$ cat config.mk
export PLATFORM = sky130hd
export DESIGN_NAME = dq_wr_serializer_flat
export DESIGN_NICKNAME = d
export VERILOG_FILES = /design/src/rtl/dq_wr_serializer_if.sv /design/src/rtl/dq_wr_serializer.sv /design/src/flat_wrapper.sv
export SDC_FILE = /design/constraint.sdc
export NUM_CORES = 1
export LEC_CHECK = 0
export BUFFER_PORTS_ARGS = -buffer_cell sky130_fd_sc_hd__buf_2
export CAP_MARGIN = 20
export CORE_AREA = 2 2 125 127
export CTS_CLUSTER_SIZE = 24
export DETAILED_ROUTE_END_ITERATION = 10
export DIE_AREA = 0 0 127 129
export GPL_ROUTABILITY_DRIVEN = 1
export GPL_TIMING_DRIVEN = 0
export PLACE_DENSITY = 0.67
export SYNTH_ARGS = -nofsm -noshare
export SYNTH_HDL_FRONTEND = slang
export SYNTH_SLANG_ARGS = --single-unit
$ cat constraint.sdc
create_clock -name clk -period 4.39 [get_ports clk]
set_input_delay 0.2195 -clock clk [delete_from_list [all_inputs] [get_ports clk]]
set_output_delay 0.2195 -clock clk [all_outputs]
set_load 0.05 [all_outputs]
$ cat src/rtl/dq_wr_serializer_if.sv
// Controller-facing write bus and DQ beat outputs of dq_wr_serializer.
// DQ_WR_DM_EN adds the data-mask input and the per-beat mask output.
interface dq_wr_serializer_if #(
    parameter int DATA_WIDTH = 16
);
    // Handshake: a word transfers on every clk edge where wr_valid && wr_ready;
    // wr_valid must not depend on wr_ready, and wr_data is held while wr_valid waits.
    logic                      wr_start;
    logic [7:0]                wr_len;
    logic [2*DATA_WIDTH-1:0]   wr_data;
    logic                      wr_valid;
    logic                      wr_ready;
    logic [DATA_WIDTH-1:0]     dq_out_16;
    logic                      dq_oe;
    logic                      wr_busy;
    logic                      wr_done;
    logic                      wr_underrun;
    logic [1:0]                fsm_state;
`ifdef DQ_WR_DM_EN
    logic [2*DATA_WIDTH/8-1:0] wr_mask;
    logic [DATA_WIDTH/8-1:0]   dm_out_16;
`endif

    modport master (
`ifdef DQ_WR_DM_EN
        output wr_mask,
        input  dm_out_16,
`endif
        output wr_start, wr_len, wr_data, wr_valid,
        input  wr_ready, dq_out_16, dq_oe, wr_busy, wr_done, wr_underrun, fsm_state
    );

    modport slave (
`ifdef DQ_WR_DM_EN
        input  wr_mask,
        output dm_out_16,
`endif
        input  wr_start, wr_len, wr_data, wr_valid,
        output wr_ready, dq_out_16, dq_oe, wr_busy, wr_done, wr_underrun, fsm_state
    );
endinterface

$ cat src/rtl/dq_wr_serializer.sv
// Write-path serializer: word FIFO plus IDLE/PRE/DATA/POST framing of DQ beats.
// Optional byte-mask path is enabled with DQ_WR_DM_EN.
module dq_wr_serializer #(
    parameter int DATA_WIDTH  = 16,
    parameter int FIFO_DEPTH  = 4,
    parameter int PRE_CYCLES  = 2,
    parameter int POST_CYCLES = 1
) (
    input  logic            clk,
    input  logic            reset_n,
    dq_wr_serializer_if.slave bus
);
    typedef enum logic [1:0] {S_IDLE, S_PRE, S_DATA, S_POST} state_t;

    localparam int PTR_W  = $clog2(FIFO_DEPTH);
    localparam int PP_MAX = (PRE_CYCLES > POST_CYCLES) ? PRE_CYCLES : POST_CYCLES;
    localparam int PP_W   = (PP_MAX > 1) ? $clog2(PP_MAX) : 1;
`ifdef DQ_WR_DM_EN
    localparam int BW = DATA_WIDTH / 8;
    localparam int FW = 2 * DATA_WIDTH + 2 * BW;
`else
    localparam int FW = 2 * DATA_WIDTH;
`endif

    logic [FW-1:0]         mem [FIFO_DEPTH];
    logic [PTR_W:0]        wr_ptr, rd_ptr;
    logic [FW-1:0]         fifo_in, head;
    logic                  full, empty, push, pop;

    state_t                state_q, state_d;
    logic [PP_W-1:0]       pp_cnt_q, pp_cnt_d;
    logic [7:0]            beat_cnt_q, beat_cnt_d;
    logic                  odd_q, odd_d, skip_q, skip_d, last_q, last_d, emit;
    logic [DATA_WIDTH-1:0] beat_q, beat_d;
    logic                  oe_q, oe_d, done_q, done_d, urun_q, urun_d;
`ifdef DQ_WR_DM_EN
    logic [BW-1:0]         dm_q, dm_d;
    assign fifo_in = {bus.wr_mask, bus.wr_data};
`else
    assign fifo_in = bus.wr_data;
`endif

    // Pointers carry one extra wrap bit so full and empty are distinguishable.
    assign full  = (wr_ptr[PTR_W] != rd_ptr[PTR_W]) &&
                   (wr_ptr[PTR_W-1:0] == rd_ptr[PTR_W-1:0]);
    assign empty = (wr_ptr == rd_ptr);
    assign push  = bus.wr_valid && !full;
    assign head  = mem[rd_ptr[PTR_W-1:0]];
    assign bus.wr_ready = !full;

    always_ff @(posedge clk) begin
        if (push) mem[wr_ptr[PTR_W-1:0]] <= fifo_in;
    end

    always_ff @(posedge clk or negedge reset_n) begin
        if (!reset_n) begin
            wr_ptr <= '0;
            rd_ptr <= '0;
        end else begin
            if (push) wr_ptr <= wr_ptr + 1'b1;
            if (pop)  rd_ptr <= rd_ptr + 1'b1;
        end
    end

    always_comb begin
        state_d    = state_q;
        pp_cnt_d   = pp_cnt_q;
        beat_cnt_d = beat_cnt_q;
        odd_d      = odd_q;
        skip_d     = skip_q;
        last_d     = last_q;
        beat_d     = '0;
        urun_d     = 1'b0;
        pop        = 1'b0;
        emit       = 1'b0;
        case (state_q)
            S_IDLE: if (bus.wr_start) begin
                state_d    = S_PRE;
                pp_cnt_d   = PP_W'(PRE_CYCLES - 1);
                beat_cnt_d = bus.wr_len;
                odd_d      = 1'b0;
                skip_d     = 1'b0;
                last_d     = 1'b0;
            end
            S_PRE: begin
                if (pp_cnt_q != '0) begin
                    pp_cnt_d = pp_cnt_q - 1'b1;
                end else if (!empty) begin
                    state_d = S_DATA;
                    emit    = 1'b1;
                end
            end
            S_DATA: begin
                if (last_q) begin
                    state_d  = S_POST;
                    pp_cnt_d = PP_W'(POST_CYCLES - 1);
                end else begin
                    emit = 1'b1;
                end
            end
            S_POST: begin
                if (pp_cnt_q == '0) state_d = S_IDLE;
                else                pp_cnt_d = pp_cnt_q - 1'b1;
            end
            default: state_d = S_IDLE;
        endcase

`ifdef DQ_WR_DM_EN
        dm_d = (state_d != S_IDLE) ? '1 : '0;
`endif
        // An underrun on a low half also blanks the paired high half, so a
        // late word is only picked up at the next word boundary.
        if (emit) begin
            last_d = (beat_cnt_q == 8'd0);
            if (beat_cnt_q != 8'd0) beat_cnt_d = beat_cnt_q - 8'd1;
            odd_d = !odd_q;
            if (!odd_q) begin
                if (empty) begin
                    urun_d = 1'b1;
                    skip_d = 1'b1;
                end else begin
                    beat_d = head[DATA_WIDTH-1:0];
`ifdef DQ_WR_DM_EN
                    dm_d = head[2*DATA_WIDTH +: BW];
`endif
                    if (beat_cnt_q == 8'd0) pop = 1'b1;
                end
            end else if (skip_q) begin
                skip_d = 1'b0;
            end else begin
                beat_d = head[2*DATA_WIDTH-1:DATA_WIDTH];
`ifdef DQ_WR_DM_EN
                dm_d = head[2*DATA_WIDTH+BW +: BW];
`endif
                pop = 1'b1;
            end
        end

        oe_d   = (state_d != S_IDLE);
        done_d = (state_d == S_POST) && (pp_cnt_d == '0);
    end

    always_ff @(posedge clk or negedge reset_n) begin
        if (!reset_n) begin
            state_q    <= S_IDLE;
            pp_cnt_q   <= '0;
            beat_cnt_q <= '0;
            odd_q      <= 1'b0;
            skip_q     <= 1'b0;
            last_q     <= 1'b0;
            beat_q     <= '0;
            oe_q       <= 1'b0;
            done_q     <= 1'b0;
            urun_q     <= 1'b0;
`ifdef DQ_WR_DM_EN
            dm_q       <= '0;
`endif
        end else begin
            state_q    <= state_d;
            pp_cnt_q   <= pp_cnt_d;
            beat_cnt_q <= beat_cnt_d;
            odd_q      <= odd_d;
            skip_q     <= skip_d;
            last_q     <= last_d;
            beat_q     <= beat_d;
            oe_q       <= oe_d;
            done_q     <= done_d;
            urun_q     <= urun_d;
`ifdef DQ_WR_DM_EN
            dm_q       <= dm_d;
`endif
        end
    end

    assign bus.dq_out_16   = beat_q;
    assign bus.dq_oe       = oe_q;
    assign bus.wr_busy     = oe_q;
    assign bus.wr_done     = done_q;
    assign bus.wr_underrun = urun_q;
    assign bus.fsm_state   = state_q;
`ifdef DQ_WR_DM_EN
    assign bus.dm_out_16   = dm_q;
`endif
endmodule

$ cat src/flat_wrapper.sv
// flat-port wrapper written by rule: the top's interface ports become plain ports
module dq_wr_serializer_flat 
#(
    parameter int DATA_WIDTH  = 16,
    parameter int FIFO_DEPTH  = 4,
    parameter int PRE_CYCLES  = 2,
    parameter int POST_CYCLES = 1
)
  (clk, reset_n, bus_wr_start, bus_wr_len, bus_wr_data, bus_wr_valid, bus_wr_ready, bus_dq_out_16, bus_dq_oe, bus_wr_busy, bus_wr_done, bus_wr_underrun, bus_fsm_state);
  dq_wr_serializer_if #(.DATA_WIDTH(DATA_WIDTH)) bus_i ();
  input  logic clk;
  input  logic reset_n;
  input wire logic [$bits(bus_i.wr_start)-1:0] bus_wr_start;
  input wire logic [$bits(bus_i.wr_len)-1:0] bus_wr_len;
  input wire logic [$bits(bus_i.wr_data)-1:0] bus_wr_data;
  input wire logic [$bits(bus_i.wr_valid)-1:0] bus_wr_valid;
  output wire logic [$bits(bus_i.wr_ready)-1:0] bus_wr_ready;
  output wire logic [$bits(bus_i.dq_out_16)-1:0] bus_dq_out_16;
  output wire logic [$bits(bus_i.dq_oe)-1:0] bus_dq_oe;
  output wire logic [$bits(bus_i.wr_busy)-1:0] bus_wr_busy;
  output wire logic [$bits(bus_i.wr_done)-1:0] bus_wr_done;
  output wire logic [$bits(bus_i.wr_underrun)-1:0] bus_wr_underrun;
  output wire logic [$bits(bus_i.fsm_state)-1:0] bus_fsm_state;
  assign bus_i.wr_start = bus_wr_start;
  assign bus_i.wr_len = bus_wr_len;
  assign bus_i.wr_data = bus_wr_data;
  assign bus_i.wr_valid = bus_wr_valid;
  assign bus_wr_ready = bus_i.wr_ready;
  assign bus_dq_out_16 = bus_i.dq_out_16;
  assign bus_dq_oe = bus_i.dq_oe;
  assign bus_wr_busy = bus_i.wr_busy;
  assign bus_wr_done = bus_i.wr_done;
  assign bus_wr_underrun = bus_i.wr_underrun;
  assign bus_fsm_state = bus_i.fsm_state;
  dq_wr_serializer #(.DATA_WIDTH(DATA_WIDTH), .FIFO_DEPTH(FIFO_DEPTH), .PRE_CYCLES(PRE_CYCLES), .POST_CYCLES(POST_CYCLES)) u_core (.clk(clk), .reset_n(reset_n), .bus(bus_i));
endmodule
==> results of run 1 <==
## metrics by stage
stage | cells | utilization, % | cell area (µm²) | power (mW) | worst slack (ns)
after floorplan | 362 | - | 6680 | 3.748 | 1.892
after global placement | 616 | 48.38 | 7246 | 4.227 | 1.099
after detailed placement | 618 | 48.78 | 7306 | 4.307 | 1.688
after CTS | 650 | 52.71 | 7894 | 5.782 | 1.678
after global routing | 654 | 52.97 | 7934 | 6.031 | 1.537
final | 654 | 52.97 | 7934 | 5.714 | 1.712
## report_power, final
group          leakage (nW)  switching (mW)  internal (mW)  total (mW)
Combinational         0.988            1.21          0.760        1.97
Clock                 0.282           0.603          0.865        1.47
Sequential             1.68           0.149           2.12        2.27
## state kept, by name, indices dropped and copies added (netlist names), 2 cells and up
register              count
u_core.bus.dq_out_16     16
u_core.beat_cnt_q         8
u_core.bus.fsm_state      2
u_core.wr_ptr             3
u_core.rd_ptr             3
u_core.mem              128
## cells in the final DEF (no fill, tap or decap), types with 4 or more instances in the layout
cell / count
sky130_fd_sc_hd__a21oi_1: 4
sky130_fd_sc_hd__a22oi_1: 17
sky130_fd_sc_hd__and2_2: 4
sky130_fd_sc_hd__buf_2: 72
sky130_fd_sc_hd__clkbuf_1: 9
sky130_fd_sc_hd__clkbuf_16: 17
sky130_fd_sc_hd__dfrtp_1: 39
sky130_fd_sc_hd__dlygate4sd3_1: 4
sky130_fd_sc_hd__edfxtp_1: 128
sky130_fd_sc_hd__ha_1: 12
sky130_fd_sc_hd__inv_1: 11
sky130_fd_sc_hd__mux2i_1: 4
sky130_fd_sc_hd__mux4_2: 32
sky130_fd_sc_hd__nand2_1: 9
sky130_fd_sc_hd__nand3_1: 6
sky130_fd_sc_hd__nor2_1: 25
sky130_fd_sc_hd__o21ai_0: 5
sky130_fd_sc_hd__o221a_1: 4
## area by class of cell
class,instances,area (µm²),share of cell area (%)
Sequential cell,167,4820,60.75
Multi-Input combinational cell,168,1745,22.00
Clock buffer,21,450.4,5.677
Timing Repair Buffer,72,425.4,5.362
Tap cell,188,235.2,2.965
Clock inverter,11,137.6,1.735
Buffer,16,78.83,0.9935
Inverter,11,41.29,0.5204
## worst max-delay path: stages (launching register included)
cell                       delay [ns]
sky130_fd_sc_hd__dfrtp_1         0.38
sky130_fd_sc_hd__buf_2           0.19
sky130_fd_sc_hd__xor2_2          0.32
sky130_fd_sc_hd__nor2_1          0.11
sky130_fd_sc_hd__a21boi_1        0.43
sky130_fd_sc_hd__and2_2          0.86
## final timing paths
kind	from	to	cells past startpoint
setup reg to reg	u_core.rd_ptr[1]	u_core.mem[0][8]	5
hold reg to reg	u_core.wr_ptr[2]	u_core.wr_ptr[2]	1
max in group asynchronous	reset_n	u_core.bus.dq_out_16[11]	1
setup / recovery	u_core.rd_ptr[1]	u_core.mem[0][8]	5
hold / removal	reset_n	u_core.pp_cnt_q	1
min in group clk	bus_wr_data[21]	u_core.mem[2][21]	1
## cells by family (layout without fill, tap and decap cells)
| family | after synthesis | in the layout |
|---|---|---|
| flops | 167 | 167 |
| mux | 39 | 39 |
| fa+ha+maj | 12 | 12 |
| compound gates | 45 | 45 |
| buf+inv | 27 | 131 |
| xor+xnor | 7 | 7 |
| simple gates | 65 | 65 |
## layer usage
| metal | up-vias | global-route usage (%) | wire [µm] |
|---|---|---|---|
| met5 | - | 0 | 0 |
| met3 | 8 | 5.405 | 669 |
| met1 | 1832 | 21.75 | 5522 |
| met2 | 87 | 27.83 | 6363 |
| met4 | 0 | 3.878 | 99 |
| li1 | 1610 | - | - |
## repair_timing
action | CTS | global route
hold buffers | 0 | 4
buffers inserted | 0 | 0
hold endpoints to repair | 0 | 13
==> reports/qor_table.md, run 1 <==
| Stage | Result | This run |
|:---|:---|:---|
| drt | Antenna Violating Nets Remaining | 0 |
| timing | Transition time of the tightest slew-check pin | 0.9901 ns |
| die | Die ar. | 16380 µm² |
| drt | Ratio of routed vias to standard cells | 5.408 |
| cells and area | Antenna Cells | 0 |
| place | Routability congestion estimate | 0.7303 |
| cells and area | Share of layout cells above drive strength 1 | 33.48% |
| clock network | Maximum number of buffers from clock root to sink | 2 |
| timing | Final critical path time including I/O delays and setup | 2.678 ns |
| synthesis | Synth Area in XOR/XNOR | 1.255% |
| outcome | Violated checks | negative hold slack |
| synthesis | Fraction of synthesis flops using an asynchronous set or reset pin | 23.35% |
| timing | Total Neg Setup Slack | 0 ns |
| timing | Headroom to the max-slew limit | 33.99% |
| synthesis | Most common library cells after synthesis | 128 x sky130_fd_sc_hd__edfxtp_1, 39 x sky130_fd_sc_hd__dfrtp_1, 32 x sky130_fd_sc_hd__mux4_2 |
| synthesis | Area fraction in and, or, nand and nor cells after synthesis | 5.301% |
| place | DP HPWL | 8021 µm |
| clock network | Clock edge transition at the registers on the reported setup and hold paths | 0.06 ns |
| power and ir drop | Cell leakage power | 2.945 nW |
| die | Initial core utilization | 44.60% |
| drt | Routed wire length per instance | 19.35 µm |
| timing | Final worst hold slack | -0.02985 ns |
| synthesis | Number of distinct library cell variants in the gate-level netlist after synthesis | 50 |
| flow run | Max_cap viols | 0 |
| clock network | Number of clock buffers inserted by TritonCTS | 17 |
| clock network | Sink Count | 167 |
| global routing | Antenna violations before repair | 0 |
| setup path | Register-to-register setup slack | 1.71 ns |
| die | Die H | 129 µm |
| setup path | Arrival time worst endpoint | 2.71 ns |
| setup path | Sort of element at the end of the critical path | flip-flop |
| drt | Routed vias | 3537 |
| synthesis | Instance count of the mapped netlist | 362 |
| timing | Period Utilization, post-route | 61.01% |
| drt | Violation count after the first detailed-route iteration | 188 |
| synthesis | Net count after synthesis | 418 |
| cells and area | Area added between synthesis and finish | 18.77% |
| timing | Number of endpoints with negative hold slack in the final report | 39 |
| cells and area | Number of nets in the finished design | 509 |
| power and ir drop | Maximum resistive drop on vdd | 0.4402 mV |
| synthesis | Total of flip-flops plus latches after synthesis | 167 |
| global routing | Global Route Usage Sum | 16.72% |
| place | Number of buffers added on ports | 66 |
| setup path | Element type at the critical path start | flip-flop |
| timing | Peak Freq | 373.4 MHz |
| timing | Final Slew Violations | 0 |
| synthesis | Most frequently used cell type in the post-synthesis netlist | sky130_fd_sc_hd__edfxtp_1 |
| clock network | Htree depth | 4 |
| die | Ports placed on the boundary | 67 |
| synthesis | Cell type with the largest total area after synthesis | sky130_fd_sc_hd__edfxtp_1 |
| global routing | First-pass GRT wire length | 20250 µm |
| global routing | Maximum number of pins on one net before global-route repair | 40 |
| setup path | Maximum fanout encountered on the critical timing path | 32 |
| timing | RSZ-0062 raised after global routing | false |
| synthesis | Yosys warning total | 0 |
| synthesis | Most instantiated flip-flop cell in the synthesis netlist | sky130_fd_sc_hd__edfxtp_1 |
| cells and area | Filler cell count | 1217 |
| synthesis | Top cells by area in the synthesized netlist | sky130_fd_sc_hd__edfxtp_1 58%, sky130_fd_sc_hd__dfrtp_1 15%, sky130_fd_sc_hd__mux4_2 11% |
| synthesis | Synth Area in Adders | 2.248% |
| power and ir drop | Total power per unit cell area | 720.2 nW/µm² |
| synthesis | Count of flip-flops with a built-in enable after synthesis | 128 |
| clock network | Number of cells upsized or downsized after cts | 0 |
| setup path | Endpoint required time on the critical path | 4.43 ns |
| clock network | Clock tree from TritonCTS | built |
| drt | Routed wire length | 12660 µm |
| synthesis | Complex-gate fraction of the synthesized area | 5.301% |
| clock network | Clk_lat worst skew | 0.42 ns |
| timing | Setup skew after layout | 0.01111 ns |
| outcome | Outcome | complete, but fails checks |
| timing | Number of endpoints failing setup at the final stage | 0 |
| die | Row count | 45 |
| synthesis | Seq/Total Area, Yosys | 72.15% |
| min path | Class of the most critical hold timing path | in2async |
| global routing | Total congestion overflow after global routing | 0 |
| global routing | Vias in the first global route | 3717 |
| synthesis | Main combinational cell family by area after synthesis | multiplexers |
| die | Core region area | 14980 µm² |
| synthesis | Cell area after synthesis | 6680 µm² |
| drt | First-pass iteration count of the detailed router | 6 |
| die | Die Width | 127 µm |
| synthesis | Multiplexer share of the synthesized area | 11.95% |
| drt | DRC Markers | 0 |
| synthesis | Mean post-synth cell area | 18.45 µm² |
| clock network | Root buf cell | sky130_fd_sc_hd__clkbuf_16 |
| synthesis | Post-synth top area share | 57.54% |
| setup path | Kind of critical path | reg2reg |
(Power assumes the default switching activity.)
==> run 2: changes to the inputs <==
==> constraint.sdc (replaced) <==
create_clock -name clk -period 2.5 [get_ports clk]
set_input_delay 0.125 -clock clk [delete_from_list [all_inputs] [get_ports clk]]
set_output_delay 0.125 -clock clk [all_outputs]
set_load 0.05 [all_outputs]
==> reports/qor_table.md, run 2 (synthesis results as in run 1) <==
| Stage | Result | This run | Delta |
|:---|:---|:---|:---|
| outcome | Outcome | finished clean | was complete, but fails checks |
| cells and area | Layout Cells excl Fill | 689 | was 654 |
| setup path | Endpoint required time on the critical path | 2.55 ns | was 4.43 ns |
| cells and area | Post-layout utilization of the core | 55.36% | was 52.97% |
| clock network | Clk_lat worst skew | 0.42 ns | about the same |
| die | Die Width | 127 µm | unchanged |
| drt | Ratio of routed vias to standard cells | 5.324 | was 5.408 |
| power and ir drop | Total power per unit cell area | 1222 nW/µm² | was 720.2 nW/µm² |
| cells and area | Antenna Cells | 0 | unchanged |
| power and ir drop | Maximum resistive drop on vdd | 0.7767 mV | was 0.4402 mV |
| setup path | Arrival time worst endpoint | 2.40 ns | was 2.71 ns |
| timing | RSZ-0062 raised after global routing | false | unchanged |
| clock network | Clock tree from TritonCTS | built | unchanged |
| global routing | Vias in the first global route | 3849 | was 3717 |
| timing | Headroom to the max-slew limit | 32.53% | was 33.99% |
| power and ir drop | Sequential share of power | 39.4% | was 39.8% |
| clock network | Root buf cell | sky130_fd_sc_hd__clkbuf_16 | unchanged |
| drt | First-pass iteration count of the detailed router | 4 | was 6 |
| drt | Routed vias | 3668 | was 3537 |
| place | Place WS | -0.2022 ns | was 1.688 ns |
| clock network | Number of clock buffers inserted by TritonCTS | 17 | unchanged |
| timing | Number of endpoints failing setup at the final stage | 0 | unchanged |
| setup path | Kind of critical path | reg2reg | unchanged |
| timing | Peak Freq | 424.6 MHz | was 373.4 MHz |
| place | DP HPWL | 8021 µm | unchanged |
| cells and area | Share of layout cells above drive strength 1 | 31.54% | was 33.48% |
| place | Number of placed instances with taps included | 618 | unchanged |
| global routing | Global Route Usage Sum | 16.93% | was 16.72% |
| flow run | Max_cap viols | 0 | unchanged |
| die | Ports placed on the boundary | 67 | unchanged |
| global routing | Antenna violations before repair | 0 | unchanged |
| setup path | Sort of element at the end of the critical path | flip-flop | unchanged |
| drt | Antenna Violating Nets Remaining | 0 | unchanged |
| timing | Worst Slack Setup Final | 0.1451 ns | was 1.712 ns |
| clock network | Maximum number of buffers from clock root to sink | 2 | unchanged |
| setup path | Maximum fanout encountered on the critical timing path | 32 | unchanged |
| setup path | Element type at the critical path start | flip-flop | unchanged |
| timing | Final worst hold slack | 0.02462 ns | was -0.02985 ns |
| power and ir drop | Part of the total power dissipated in combinational logic | 35.1% | was 34.5% |
| power and ir drop | Fraction of power spent switching nets | 34.48% | was 34.38% |
| cells and area | Area added between synthesis and finish | 24.11% | was 18.77% |
| timing | Final Slew Violations | 0 | unchanged |
| clock network | Sink Count | 167 | unchanged |
| global routing | First-pass GRT wire length | 20620 µm | was 20250 µm |
| die | Initial core utilization | 44.60% | unchanged |
| die | Row count | 45 | unchanged |
| global routing | Maximum number of pins on one net before global-route repair | 40 | unchanged |
| drt | DRC Markers | 0 | unchanged |
| power and ir drop | Internal power consumption | 6.636 mW | was 3.749 mW |
| place | Number of buffers added on ports | 66 | unchanged |
| die | Core region area | 14980 µm² | unchanged |
| drt | Routed wire length per instance | 19.01 µm | was 19.35 µm |
| die | Die ar. | 16380 µm² | unchanged |
| power and ir drop | Clock share of power | 25.5% | was 25.7% |
| cells and area | Leading cell types in the layout, fill and taps excluded | 128 x sky130_fd_sc_hd__edfxtp_1, 72 x sky130_fd_sc_hd__buf_2, 39 x sky130_fd_sc_hd__dfrtp_1 | unchanged |
| die | Die H | 129 µm | unchanged |
| timing | Final critical path time including I/O delays and setup | 2.355 ns | was 2.678 ns |
| timing | Transition time of the tightest slew-check pin | 1.012 ns | was 0.9901 ns |
| min path | Class of the most critical hold timing path | in2reg | was in2async |
| clock network | Htree depth | 4 | unchanged |
| power and ir drop | Cell leakage power | 3.095 nW | was 2.945 nW |
| place | Routability congestion estimate | 0.7303 | unchanged |
| global routing | Total congestion overflow after global routing | 0 | unchanged |
| timing | Number of endpoints with negative hold slack in the final report | 0 | was 39 |
| drt | Violation count after the first detailed-route iteration | 226 | was 188 |
| cells and area | Most common cell after layout, fill and taps aside | sky130_fd_sc_hd__edfxtp_1 | unchanged |
| drt | Routed wire length | 13100 µm | was 12660 µm |
| power and ir drop | Sw power | 3.492 mW | was 1.965 mW |
| cells and area | Number of nets in the finished design | 544 | was 509 |
| timing | Period Utilization, post-route | 94.20% | was 61.01% |
| setup path | Register-to-register setup slack | 0.15 ns | was 1.71 ns |
| timing | Setup skew after layout | 0.01267 ns | was 0.01111 ns |
| cells and area | Flip-flop count of the largest register after layout | 128 | unchanged |
| clock network | Clock edge transition at the registers on the reported setup and hold paths | 0.06 ns | about the same |
==> run 2: cell types whose count changed in the layout (fill, tap and decap cells not counted) <==
cell / change
sky130_fd_sc_hd__a21boi_2: +1
sky130_fd_sc_hd__and2_2: -3
sky130_fd_sc_hd__dlygate4sd3_1: +34
sky130_fd_sc_hd__and2_4: +4
sky130_fd_sc_hd__a21boi_1: -1
==> run 2: worst max-delay path, stage by stage, from the launching register on <==
cell and delay [ns]:
sky130_fd_sc_hd__dfrtp_1 0.38, sky130_fd_sc_hd__buf_2 0.19, sky130_fd_sc_hd__xor2_2 0.32, sky130_fd_sc_hd__nor2_1 0.12, sky130_fd_sc_hd__a21boi_2 0.38, sky130_fd_sc_hd__and2_4 0.57
==> run 2: worst paths after layout <==
kind,from,end,cells after the start
worst max-delay path,u_core.rd_ptr[1],u_core.mem[0][24],5
worst min-delay path,bus_wr_len[1],u_core.beat_cnt_q[1],3
worst max register to register,u_core.rd_ptr[1],u_core.mem[0][24],5
worst min register to register,u_core.wr_ptr[2],u_core.wr_ptr[2],1
max in group asynchronous,reset_n,u_core.bus.dq_out_16[9],2
min in group asynchronous,reset_n,u_core.bus.wr_done,2
==> run 2: per-stage QoR <==
stage               total power [mW]  cell area [µm²]  setup TNS [ns]
floorplan                      6.581             6680               0
CTS                            10.20             8264          -16.47
detailed placement             7.562             7306          -15.28
global placement               7.422             7246          -95.73
global route                   10.68             8290               0
finish                         10.13             8290               0
==> run 2: layout make-up <==
| class | count | area (µm²) |
|---|---|---|
| clock buffers | 21 | 450.4 |
| inverters | 11 | 41.29 |
| fillers | 1193 | 6686 |
| flip-flops and latches | 167 | 4820 |
| multi-input cells | 169 | 1762 |
| repair buffers | 106 | 765.7 |
| plain buffers | 16 | 78.83 |
| clock inverters | 11 | 137.6 |
| well taps | 188 | 235.2 |
==> run 2: repair_timing <==
action                                  CTS  global route
endpoints found under the setup margin   97           128
pin swaps                                 0             1
buffers inserted                          0             0
gates resized for setup                   0             5
hold endpoints to repair                171             1
cloned                                    0             1
hold buffers                             37             1
==> run 2: power groups by stage <==
| stage | clock, mW | sequential (mW) | combinational, mW |
|---|---|---|---|
| after floorplan | 0 | 4.36 | 2.22 |
| after global placement | 0 | 4.04 | 3.38 |
| after detailed placement | 0 | 4.05 | 3.51 |
| after CTS | 2.63 | 4.00 | 3.57 |
| after global routing | 2.76 | 4.06 | 3.86 |
| final | 2.58 | 3.99 | 3.56 |
==> run 2: routing by layer <==
metal	vias to the layer above	wire length, µm	global-route usage [%]	share of wire (%)
met5	-	0	0	0
met4	0	84	3.878	0.64
met3	5	593	4.823	4.5
met2	95	6424	28.53	49
met1	1885	5993	22.18	46
li1	1683	-	-	-
==> run 3: changes to the inputs <==
--- a/config.mk
+++ b/config.mk
@@ -13,7 +13,6 @@
 export DIE_AREA = 0 0 127 129
 export GPL_ROUTABILITY_DRIVEN = 1
 export GPL_TIMING_DRIVEN = 0
-export PLACE_DENSITY = 0.67
 export SYNTH_ARGS = -nofsm -noshare
 export SYNTH_HDL_FRONTEND = slang
 export SYNTH_SLANG_ARGS = --single-unit
==> reports/qor_table.md, run 3 (synthesis results as in run 1) <==
| Stage | Result | This run | Delta |
|:---|:---|:---|:---|
| clock network | Sink Count | 167 | unchanged |
| global routing | Vias in the first global route | 3799 | was 3849 |
| cells and area | Area added between synthesis and finish | 25.27% | was 24.11% |
| timing | Final critical path time including I/O delays and setup | 2.287 ns | was 2.355 ns |
| global routing | Antenna violations before repair | 0 | unchanged |
| place | Routability congestion estimate | 0.7653 | was 0.7303 |
| place | Number of buffers added on ports | 66 | unchanged |
| drt | Routed wire length per instance | 18.83 µm | was 19.01 µm |
| global routing | Global-route track usage on met1 | 21.89% | was 22.18% |
| setup path | Critical path cell sequence | inv_1, ha_1, nor2b_1, o221ai_2, nor2_4, mux2_1, o221a_1 | was buf_2, xor2_2, nor2_1, a21boi_2, and2_4 |
| flow run | Max_cap viols | 0 | unchanged |
| setup path | Maximum fanout encountered on the critical timing path | 6 | was 32 |
| drt | Ratio of routed vias to standard cells | 5.242 | was 5.324 |
| timing | Period Utilization, post-route | 91.48% | was 94.20% |
| clock network | Clock edge transition at the registers on the reported setup and hold paths | 0.07 ns | was 0.06 ns |
| timing | Peak Freq | 437.3 MHz | was 424.6 MHz |
| global routing | Maximum number of pins on one net before global-route repair | 40 | unchanged |
| global routing | Met3 track demand over resource | 4.449% | was 4.823% |
| setup path | Kind of critical path | reg2reg | unchanged |
| power and ir drop | Total power per unit cell area | 1218 nW/µm² | was 1222 nW/µm² |
| global routing | Total congestion overflow after global routing | 0 | unchanged |
| setup path | Sort of element at the end of the critical path | flip-flop | unchanged |
| drt | Violation count after the first detailed-route iteration | 183 | was 226 |
| setup path | CP top delay family | simple AND/OR/NAND/NOR gates | unchanged |
| setup path | Buf+Inv Stages, Crit Path | 1 | unchanged |
| setup path | Slowest stage delay, CP | 0.43 ns | was 0.57 ns |
| power and ir drop | Maximum resistive drop on vdd | 0.5676 mV | was 0.7767 mV |
| drt | DRC Markers | 0 | unchanged |
| timing | Total Neg Setup Slack | 0 ns | unchanged |
| timing | Number of endpoints with negative hold slack in the final report | 0 | unchanged |
| cells and area | Share of layout cells above drive strength 1 | 32.48% | was 31.54% |
| drt | Routed vias | 3633 | was 3668 |
| min path | Class of the most critical hold timing path | in2reg | unchanged |
| timing | RSZ-0062 raised after global routing | false | unchanged |
| drt | Antenna Violating Nets Remaining | 0 | unchanged |
| die | Die H | 129 µm | unchanged |
| clock network | Clk_lat worst skew | 0.42 ns | about the same |
| die | Row count | 45 | unchanged |
| die | Initial core utilization | 44.60% | unchanged |
| place | Post-DP Area | 7331 µm² | was 7306 µm² |
| clock network | Root buf cell | sky130_fd_sc_hd__clkbuf_16 | unchanged |
| clock network | Count of buffers added by post-CTS timing repair for setup | 0 | unchanged |
| die | Die Width | 127 µm | unchanged |
| outcome | Outcome | finished clean | unchanged |
| timing | Headroom to the max-slew limit | 53.08% | was 32.53% |
| timing | Number of endpoints failing setup at the final stage | 0 | unchanged |
| setup path | Endpoint required time on the critical path | 2.81 ns | was 2.55 ns |
| timing | Setup skew after layout | 0.006833 ns | was 0.01267 ns |
| setup path | Arrival time worst endpoint | 2.59 ns | was 2.40 ns |
| global routing | Global Route Usage Sum | 17.05% | was 16.93% |
| place | DP HPWL | 7962 µm | was 8021 µm |
| cells and area | Final instance area | 8368 µm² | was 8290 µm² |
| die | Die ar. | 16380 µm² | unchanged |
| cells and area | Antenna Cells | 0 | unchanged |
| cells and area | Flip-flop count of the largest register after layout | 128 | unchanged |
| timing | Transition time of the tightest slew-check pin | 0.7039 ns | was 1.012 ns |
| power and ir drop | Cell leakage power | 3.141 nW | was 3.095 nW |
| drt | Routed wire length | 13050 µm | was 13100 µm |
| global routing | Most crowded layer after global routing | met2 | unchanged |
| setup path | Element type at the critical path start | flip-flop | unchanged |
| timing | Final Slew Violations | 0 | unchanged |
| clock network | Clock tree from TritonCTS | built | unchanged |
| drt | First-pass iteration count of the detailed router | 4 | unchanged |
| setup path | Max stage delay cell, worst path | sky130_fd_sc_hd__dfrtp_1 | was sky130_fd_sc_hd__and2_4 |
| clock network | Maximum number of buffers from clock root to sink | 2 | unchanged |
| cells and area | Post-layout utilization of the core | 55.87% | was 55.36% |
| clock network | Number of clock buffers inserted by TritonCTS | 17 | unchanged |
| cells and area | Leading cell types in the layout, fill and taps excluded | 128 x sky130_fd_sc_hd__edfxtp_1, 72 x sky130_fd_sc_hd__buf_2, 40 x sky130_fd_sc_hd__dlygate4sd3_1 | was 128 x sky130_fd_sc_hd__edfxtp_1, 72 x sky130_fd_sc_hd__buf_2, 39 x sky130_fd_sc_hd__dfrtp_1 |
| clock network | Htree depth | 4 | unchanged |
| global routing | Met2 Use GR | 28.62% | was 28.53% |
| cells and area | Number of nets in the finished design | 548 | was 544 |
| die | Core region area | 14980 µm² | unchanged |
| global routing | First-pass GRT wire length | 20400 µm | was 20620 µm |
| cells and area | Most common cell after layout, fill and taps aside | sky130_fd_sc_hd__edfxtp_1 | unchanged |
| die | Ports placed on the boundary | 67 | unchanged |
## run 3: cell count changes in the layout (fill, tap and decap cells not counted), sizes merged, moves of 2 or more
cell	before	now
clkinvlp	2	0
dlygate4sd3	38	40
clkbuf	27	23
buf	78	81
clkinv	3	5
inv	15	19
## run 3: cell type report
| cell class | count | area (µm²) |
|---|---|---|
| Fill cell | 1200 | 6609 |
| Sequential cell | 167 | 4820 |
| Multi-Input combinational cell | 168 | 1750 |
| Timing Repair Buffer | 111 | 830.8 |
| Clock buffer | 17 | 425.4 |
| Tap cell | 188 | 235.2 |
| Clock inverter | 15 | 185.2 |
| Buffer | 16 | 80.08 |
| Inverter | 11 | 41.29 |
## run 3: per-stage QoR
| stage | total power [mW] | setup slack [ns] | hold slack (ns) | std cells |
|---|---|---|---|---|
| detailed placement | 7.582 | -0.002446 | 0.3438 | 620 |
| global placement | 7.439 | -0.8199 | 0.3330 | 616 |
| CTS | 10.32 | 0.1114 | 0.02611 | 692 |
| floorplan | 6.581 | 0.002412 | -0.1706 | 362 |
| global route | 10.74 | 0.03642 | 0.03130 | 693 |
| finish | 10.20 | 0.2130 | 0.04476 | 693 |
## run 3: metal layers
| layer | vias to the layer above | part of all wire (%) | routed length, µm |
|---|---|---|---|
| met5 | - | 0 | 0 |
| met1 | 1860 | 45 | 5830 |
| met2 | 75 | 50 | 6582 |
| met4 | 0 | 0.87 | 114 |
| li1 | 1689 | - | - |
| met3 | 9 | 4.0 | 524 |
## run 3: worst paths after layout
kind	startpoint	endpoint	slack, ns	depth (start not counted)
setup / recovery	u_core.bus.fsm_state[0]	u_core.beat_cnt_q[2]	0.21	7
hold / removal	bus_wr_len[0]	u_core.beat_cnt_q[0]	0.04	3
setup reg to reg	u_core.bus.fsm_state[0]	u_core.beat_cnt_q[2]	0.21	7
hold reg to reg	u_core.wr_ptr[2]	u_core.wr_ptr[2]	0.52	1
max in group asynchronous	reset_n	u_core.bus.dq_out_16[6]	1.93	3
min in group asynchronous	reset_n	u_core.bus.dq_out_16[14]	0.11	2
## run 3: timing repair
action | in CTS | in global routing
endpoints found under the setup margin | 16 | 30
hold buffers | 40 | 0
hold endpoints to repair | 174 | 0
gates resized for setup | 1 | 3
pin swaps | 0 | 0
## run 3: worst register-to-register path, stage by stage (launching register included)
cell and delay [ns]:
sky130_fd_sc_hd__dfrtp_1 0.43, sky130_fd_sc_hd__inv_1 0.14, sky130_fd_sc_hd__ha_1 0.21, sky130_fd_sc_hd__nor2b_1 0.39, sky130_fd_sc_hd__o221ai_2 0.20, sky130_fd_sc_hd__nor2_4 0.22, sky130_fd_sc_hd__mux2_1 0.36, sky130_fd_sc_hd__o221a_1 0.22
## run 3: report_power, final
group	internal [mW]	switching (mW)
Clock	1.52	1.14
Sequential	3.72	0.269
Combinational	1.41	2.15
